===== src/rtl/shift_operand_stage.sv =====
// ID/EX stage holding decoded shift operands for the execute-stage barrel shifter.
// Define SHIFT_FWD_EN for operand forwarding; otherwise a full register interlock is used.
module shift_operand_stage #(
  parameter int DW = 16,
  parameter int CW = 4,
  parameter int RW = 3
) (
  input  logic          clk,
  input  logic          rst,
  input  logic          dec_valid,
  input  logic          dec_is_shift,
  input  logic          dec_is_load,
  input  logic          dec_rd_wr,
  input  logic [RW-1:0] dec_rs_idx,
  input  logic [RW-1:0] dec_rt_idx,
  input  logic [DW-1:0] dec_rs_val,
  input  logic [DW-1:0] dec_rt_val,
  input  logic          dec_use_imm,
  input  logic [CW-1:0] dec_imm_cnt,
  input  logic [1:0]    dec_op,
  input  logic [RW-1:0] dec_rd_idx,
  input  logic          stall_in,
  input  logic          flush,
  input  logic          exmem_wr_en,
  input  logic [RW-1:0] exmem_rd_idx,
  input  logic [DW-1:0] exmem_data,
  input  logic          memwb_wr_en,
  input  logic [RW-1:0] memwb_rd_idx,
  input  logic [DW-1:0] memwb_data,
  output logic          sh_valid,
  output logic [DW-1:0] sh_in,
  output logic [CW-1:0] sh_cnt,
  output logic [1:0]    sh_op,
  output logic [RW-1:0] ex_rd_idx,
  output logic          hazard_stall
);

  logic          vld_p1, is_shift_p1, is_load_p1, rd_wr_p1, use_imm_p1;
  logic [RW-1:0] rs_idx_p1, rt_idx_p1, rd_idx_p1;
  logic [DW-1:0] rs_val_p1, rt_val_p1;
  logic [CW-1:0] imm_cnt_p1;
  logic [1:0]    op_p1;
  logic [DW-1:0] rs_fwd, rt_fwd;
  logic          load_use, interlock;
  logic          unused_bits;

  // True when a writer of register idx feeds either source of the decoding instruction.
  function automatic logic src_hit(input logic wr, input logic [RW-1:0] idx,
                                   input logic [RW-1:0] rs, input logic [RW-1:0] rt,
                                   input logic use_imm);
    return wr && ((idx == rs) || (!use_imm && (idx == rt)));
  endfunction

  assign load_use = dec_valid && vld_p1 && is_load_p1 &&
                    src_hit(rd_wr_p1, rd_idx_p1, dec_rs_idx, dec_rt_idx, dec_use_imm);

`ifdef SHIFT_FWD_EN
  // EX/MEM is the younger result, so it wins over MEM/WB.
  function automatic logic [DW-1:0] fwd_pick(input logic [RW-1:0] idx, input logic [DW-1:0] rf_val,
                                             input logic ex_wr, input logic [RW-1:0] ex_idx,
                                             input logic [DW-1:0] ex_data,
                                             input logic mem_wr, input logic [RW-1:0] mem_idx,
                                             input logic [DW-1:0] mem_data);
    if (ex_wr && (ex_idx == idx)) return ex_data;
    if (mem_wr && (mem_idx == idx)) return mem_data;
    return rf_val;
  endfunction

  assign rs_fwd = fwd_pick(rs_idx_p1, rs_val_p1, exmem_wr_en, exmem_rd_idx, exmem_data,
                           memwb_wr_en, memwb_rd_idx, memwb_data);
  assign rt_fwd = fwd_pick(rt_idx_p1, rt_val_p1, exmem_wr_en, exmem_rd_idx, exmem_data,
                           memwb_wr_en, memwb_rd_idx, memwb_data);
  assign interlock = 1'b0;
`else
  assign rs_fwd = rs_val_p1;
  assign rt_fwd = rt_val_p1;
  assign interlock = dec_valid && (
    src_hit(exmem_wr_en, exmem_rd_idx, dec_rs_idx, dec_rt_idx, dec_use_imm) ||
    src_hit(memwb_wr_en, memwb_rd_idx, dec_rs_idx, dec_rt_idx, dec_use_imm) ||
    src_hit(vld_p1 && rd_wr_p1, rd_idx_p1, dec_rs_idx, dec_rt_idx, dec_use_imm));
`endif

  assign hazard_stall = (load_use || interlock) && !stall_in && !flush;

  // Stage boundary: decode -> p1 (ID/EX register)
  always_ff @(posedge clk) begin
    if (rst) begin
      vld_p1      <= 1'b0;
      is_shift_p1 <= 1'b0;
      is_load_p1  <= 1'b0;
      rd_wr_p1    <= 1'b0;
      use_imm_p1  <= 1'b0;
      rs_idx_p1   <= '0;
      rt_idx_p1   <= '0;
      rd_idx_p1   <= '0;
      rs_val_p1   <= '0;
      rt_val_p1   <= '0;
      imm_cnt_p1  <= '0;
      op_p1       <= '0;
    end else if (flush || (!stall_in && hazard_stall)) begin
      vld_p1     <= 1'b0;
      is_load_p1 <= 1'b0;
      rd_wr_p1   <= 1'b0;
    end else if (!stall_in) begin
      vld_p1      <= dec_valid;
      is_shift_p1 <= dec_is_shift;
      is_load_p1  <= dec_is_load;
      rd_wr_p1    <= dec_rd_wr;
      use_imm_p1  <= dec_use_imm;
      rs_idx_p1   <= dec_rs_idx;
      rt_idx_p1   <= dec_rt_idx;
      rd_idx_p1   <= dec_rd_idx;
      rs_val_p1   <= dec_rs_val;
      rt_val_p1   <= dec_rt_val;
      imm_cnt_p1  <= dec_imm_cnt;
      op_p1       <= dec_op;
    end
  end

  // Register counts wrap to the low CW bits; no saturation.
  assign sh_valid  = vld_p1 && is_shift_p1;
  assign sh_in     = rs_fwd;
  assign sh_cnt    = use_imm_p1 ? imm_cnt_p1 : rt_fwd[CW-1:0];
  assign sh_op     = op_p1;
  assign ex_rd_idx = rd_idx_p1;

  assign unused_bits = ^{rt_fwd[DW-1:CW], rs_idx_p1, rt_idx_p1, exmem_data, memwb_data};

endmodule


===== config.mk =====
export PLATFORM = sky130hd
export DESIGN_NAME = shift_operand_stage
export DESIGN_NICKNAME = d
export VERILOG_FILES = /design/src/rtl/shift_operand_stage.sv
export SDC_FILE = /design/constraint.sdc
export NUM_CORES = 1
export LEC_CHECK = 0
export CORE_MARGIN = 3
export CORE_UTILIZATION = 31
export CTS_BUF_LIST = sky130_fd_sc_hd__clkbuf_4
export DETAILED_ROUTE_END_ITERATION = 8
export HOLD_SLACK_MARGIN = 0.03
export PLACE_DENSITY = 0.74
export SLEW_MARGIN = 20
export SYNTH_ARGS = -nofsm -noshare
export SYNTH_HDL_FRONTEND = slang
export SYNTH_SLANG_ARGS = --single-unit

===== constraint.sdc =====
create_clock -name clk -period 2 [get_ports clk]
set_input_delay 0.2 -clock clk [delete_from_list [all_inputs] [get_ports clk]]
set_output_delay 0.2 -clock clk [all_outputs]
set_load 0.02 [all_outputs]

; Yosys cells after proc, flatten, opt, wreduce, memory -nomap -nowiden
; Index checks and enable logic that the tools add are counted.
[classes]
eq_ne = 6
mux = 1
bitwise_logic = 2
n_reduce_logical = 28
[op_table]
columns = cell, n
row1 = 3-bit == test, 6
row2 = 1-bit logical AND, 16
row3 = 1-bit logical OR, 7
row4 = 4-bit 2-to-1 mux, 1
row5 = 1-bit logical NOT, 3
row6 = 1-bit NOT, 2
row7 = 2-bit AND reduction, 1
row8 = 2-bit OR reduction, 1
[word_totals]
reg_bits = 34
input_bits = 96

; Logic depth before layout (Yosys ltp)
[logic_depth]
ltp_word = 14
depth_mapped = 7
ltp_nobuf = 5

; Worst setup path before layout
; No wires, ideal clock.
[synth_path]
kind = register -> register
start = register rd_idx_p1[2] (netlist: ex_rd_idx[2])
end = register rd_wr_p1
t_arrival_ns = 1.543
t_required_ns = 1.883
path_slack_ns = 0.340
stages_incl_launch_ff = 7
n_path_buf = 1
cell_sequence = dfxtp_1 xor2_1 nor4_1 a31oi_1 o221a_1 buf_6 a32o_2
[synth_via]
elab_chain_len = 12
[synth_lines]
columns = element, line_no
row1 = from (decl), 39  ; logic [RW-1:0] rs_idx_p1, rt_idx_p1, rd_idx_p1;
row2 = from (signal assigned), 112  ; rd_idx_p1 <= dec_rd_idx;
row3 = 3-bit == test, 51  ; return wr && ((idx == rs) || (!use_imm && (idx == rt)));
row4 = 1-bit logical AND, 51
row5 = 1-bit logical OR *, 51
row6 = 1-bit logical AND, 51
row7 = 1-bit logical OR, 79  ; src_hit(memwb_wr_en, memwb_rd_idx, dec_rs_idx, dec_rt_idx, dec_use_imm) ||
row8 = 1-bit logical AND, 77  ; assign interlock = dec_valid && (
row9 = 1-bit logical OR *, 83  ; assign hazard_stall = (load_use || interlock) && !stall_in && !flush;
row10 = 1-bit logical AND * (2 in series), 83
row11 = 1-bit logical AND *, 100  ; end else if (flush || (!stall_in && hazard_stall)) begin
row12 = 1-bit logical OR *, 100
row13 = 2-bit OR reduction (no source line) *, -
row14 = to (signal assigned), 108  ; rd_wr_p1 <= dec_rd_wr;
row15 = to (decl), 38  ; logic vld_p1, is_shift_p1, is_load_p1, rd_wr_p1, use_imm_p1;
; Mark *: on every way between the ends. The rest lies on a longest branch, timed or not.
; A chain may end at the register's enable or synchronous reset.

; Final worst setup path
[layout_path]
start = input port dec_rt_idx[1]
end = output port hazard_stall
[layout_via]
elab_chain_len = 10
[layout_lines]
columns = element, line_no
row1 = from (decl), 15  ; input logic [RW-1:0] dec_rt_idx,
row2 = 3-bit == test, 51
row3 = 1-bit logical AND, 51
row4 = 1-bit logical OR, 51
row5 = 1-bit logical AND, 51
row6 = 1-bit logical OR, 78  ; src_hit(exmem_wr_en, exmem_rd_idx, dec_rs_idx, dec_rt_idx, dec_use_imm) ||
row7 = 1-bit logical OR, 79
row8 = 1-bit logical AND, 77
row9 = 1-bit logical OR *, 83
row10 = 1-bit logical AND * (2 in series), 83
row11 = to (decl), 35  ; output logic hazard_stall
; Marked as above.

==> metrics.md <==
| Metric | Value |
|---|---|
| Top-area cell type share of the netlist area | 0.401 |
| RSZ-0062 raised after global routing | false |
| Startpoint class of the critical path | input port |
| Switching share of total power | 0.248 |
| DRT antenna net count | 0 |
| Shortest period the worst path allows | 1.88 ns |
| Initial antenna violation count | 0 |
| Port-buffer cells | 77 |
| Layout cells sized above 1 | 0.108 |
| Mapped Avg Cell Area | 9.05 µm² |
| First-pass GRT wire length | 6480 µm |
| Vias in the first global route | 1495 |
| Tcrit/Tclk final | 0.938 |
| R2R setup slack | 0.27 ns |
| GPL Wtd Cong | 0.774 |
| Count of different cell masters after synthesis | 26 |
| Die Wd | 78.9 µm |
| H-tree Lvls | 2 |
| Largest cells by area after synthesis | dfxtp_1 40%, mux2i_1 19%, nand2_1 15% |
| Routed wire length | 3980 µm |
| Synthesis-to-layout area growth | 58.5% |
| PnR worst setup slack | 0.124 ns |
| Leak | 1.00 nW |
| Commonest non-fill, non-tap cell in the layout | clkdlybuf4s50_1 |
| Synthesized instance count | 182 |
| Commonest non-fill, non-tap cells in the layout | 76 x clkdlybuf4s50_1, 64 x nand2_1, 31 x mux2i_1, 31 x dfxtp_1, 15 x xnor2_1 |
| Max-cap check violation count | 0 |
| CTS buffer count | 5 |
| Drt first pass iters | 3 |
| Fin nets | 363 |
| Post-synthesis sequential element count | 33 |
| Max FO, Critical Path | 3 |
| Post-DP HPWL | 3020 µm |
| Status | finished, final reports clean |
| Tot Pwr | 1.59 mW |
| Root Buffer | clkbuf_4 |
| Hold WC Path Type | in -> reg |
| CTS Hold Buffers Added | 0 |
| Max Fclk | 533 MHz |
| Worst hold path endpoint | sh_in[4]$_SDFFE_PP0P_ |
| Die height | 78.9 µm |
| Clock sinks | 33 |
| Relative slew slack | 0.739 |
| Initial Util | 0.333 |
| Row count | 25 |
| Sequential share of the synthesized area | 0.401 |
| Vias | 1478 |
| CP required | 1.80 ns |
| Finished Layout Cells | 335 |
| Die ar. | 6230 µm² |
| Hold Crit Start | dec_rs_val[4] |
| FF-to-FF End | sh_in[15]$_SDFFE_PP0P_ |
| WP data arrival | 1.68 ns |
| Final Max Slew Viols | 0 |
| 1st-iter DRT viols | 35 |
| Clk pwr share | 0.305 |
| Int Pwr | 1.20 mW |
| Fillers | 482 |
| Post-Syn Nets | 278 |
| RR Startpoint | ex_rd_idx[1]$_SDFFE_PP0P_ |
| CTS clk-pin slew, worst paths | 0.10 ns |
| Final Util | 0.528 |
| FF/Latch Area | 663 µm² |
| Worst-Margin Slew | 0.391 ns |
| Overflow left after global routing | 0 |
| Critical path origin | dec_rt_idx[1] |
| Drt wl/cell | 11.9 µm |
| PD cells | 610 nW/µm² |
| Reg2reg path depth | 7 |
| Critical path type | in -> out |
| Post-route DRC | 0 |
| TritonCTS clock tree | yes |
| Largest net degree at the start of global routing | 41 |
| Crit path capture type | primary output |
| Hold depth | 3 |
| Setup violations, final | 0 |
| Placed insts | 327 |
| Total track usage | 0.130 |
| Comb power frac | 0.246 |
| Sum of negative setup slack | 0 ns |
| Final hold vios | 0 |
| Io pins | 123 |
| Antenna Cells | 0 |
| Maximum vdd drop | 0.405 mV |
| Core area | 4940 µm² |
| Dpl ws | -0.298 ns |
| Area of the multi-input gates | 888 µm² |
| Seq pwr share | 0.449 |
| Sw power | 0.395 mW |
| Area leader, netlist | dfxtp_1 |
| Setup Skew | 0.0101 ns |
| Syn Std Cell Area | 1650 µm² |
| Vias per cell | 4.41 |
| CTS max path bufs | 2 |
| Clock Latency Late Sink | 0.32 ns |
| Synth warnings | 0 |
synthesized netlist by cell type, drive strengths merged:
cell type	n
nor2b	2
nor3	1
a211oi	1
xor2	3
clkbuf	6
a31oi	1
nor2	1
nand4	4
and4	1
dfxtp	33
nor4	1
mux2i	31
and2	1
nand3	1
inv	3
and3	1
buf	4
mux2	4
xnor2	15
a32o	1
o21ai	1
o221a	1
o2111ai	1
nand2	64
worst max-delay path: stages:
cell and delay, ns:
clkdlybuf4s50_1 0.55, xor2_1 0.24, nor4_2 0.06, a31oi_1 0.19, o21ai_0 0.11, and3_1 0.18, buf_2 0.15
how the worst max path moves through the flow:
stage | cells after the start | endpoint | slack, ns
4_1_cts | 8 | hazard_stall | 0.03
2_1_floorplan | 6 | rd_wr_p1$_SDFFE_PP0N_ | 0.34
5_1_grt | 7 | hazard_stall | 0.02
3_3_place_gp | 8 | hazard_stall | -0.27
6_report | 7 | hazard_stall | 0.12
3_5_place_dp | 8 | hazard_stall | -0.30
sequential cells by signal, indices dropped and copies added, names as in the netlist:
signal	cells
rt_fwd	4
ex_rd_idx	3
is_shift_p1	1
use_imm_p1	1
rd_wr_p1	1
sh_op	2
sh_in	16
imm_cnt_p1	4
vld_p1	1
power groups by stage:
stage,Sequential (mW),Combinational (mW),Clock (mW)
floorplan,0.756,0.161,0
global placement,0.728,0.390,0
detailed placement,0.729,0.393,0
CTS,0.714,0.395,0.509
global route,0.720,0.424,0.537
finish,0.715,0.392,0.485
layout make-up:
class | count | share of cell area
multi-input combinational | 136 | 0.340
timing repair buffer | 88 | 0.339
tap | 67 | 0.0321
clock inverter | 2 | 0.0129
sequential | 33 | 0.254
clock buffer | 6 | 0.0172
inverter | 3 | 0.00431
per-layer routing:
metal  track usage  up-vias  share of wire
li1              -      773              -
met1         0.154      647           0.46
met2         0.212       54           0.44
met3        0.0544        4          0.090
met4        0.0412        0         0.0091
met5             0        -              0
kinds of logic (layout without fill, tap and decap cells):
group / count (synthesis) / in the layout / synth area share
simple gates: 77 / 77 / 0.194
mux: 35 / 35 / 0.216
flops: 33 / 33 / 0.401
xor+xnor: 18 / 18 / 0.0957
buf+inv: 13 / 99 / 0.0638
compound gates: 6 / 6 / 0.0304
timing repair:
item                                    CTS  global route
endpoints found under the setup margin    1             2
buffers inserted                          0             0
hold endpoints to repair                  0             0
gates resized for setup                   3             4
through the flow:
step	hold WS [ns]	area, µm²
after floorplan	0.273	1650
after global placement	0.441	2530
after detailed placement	0.446	2530
after CTS	0.399	2610
after global routing	0.409	2610
final	0.418	2610
(Power assumes the default switching activity.)
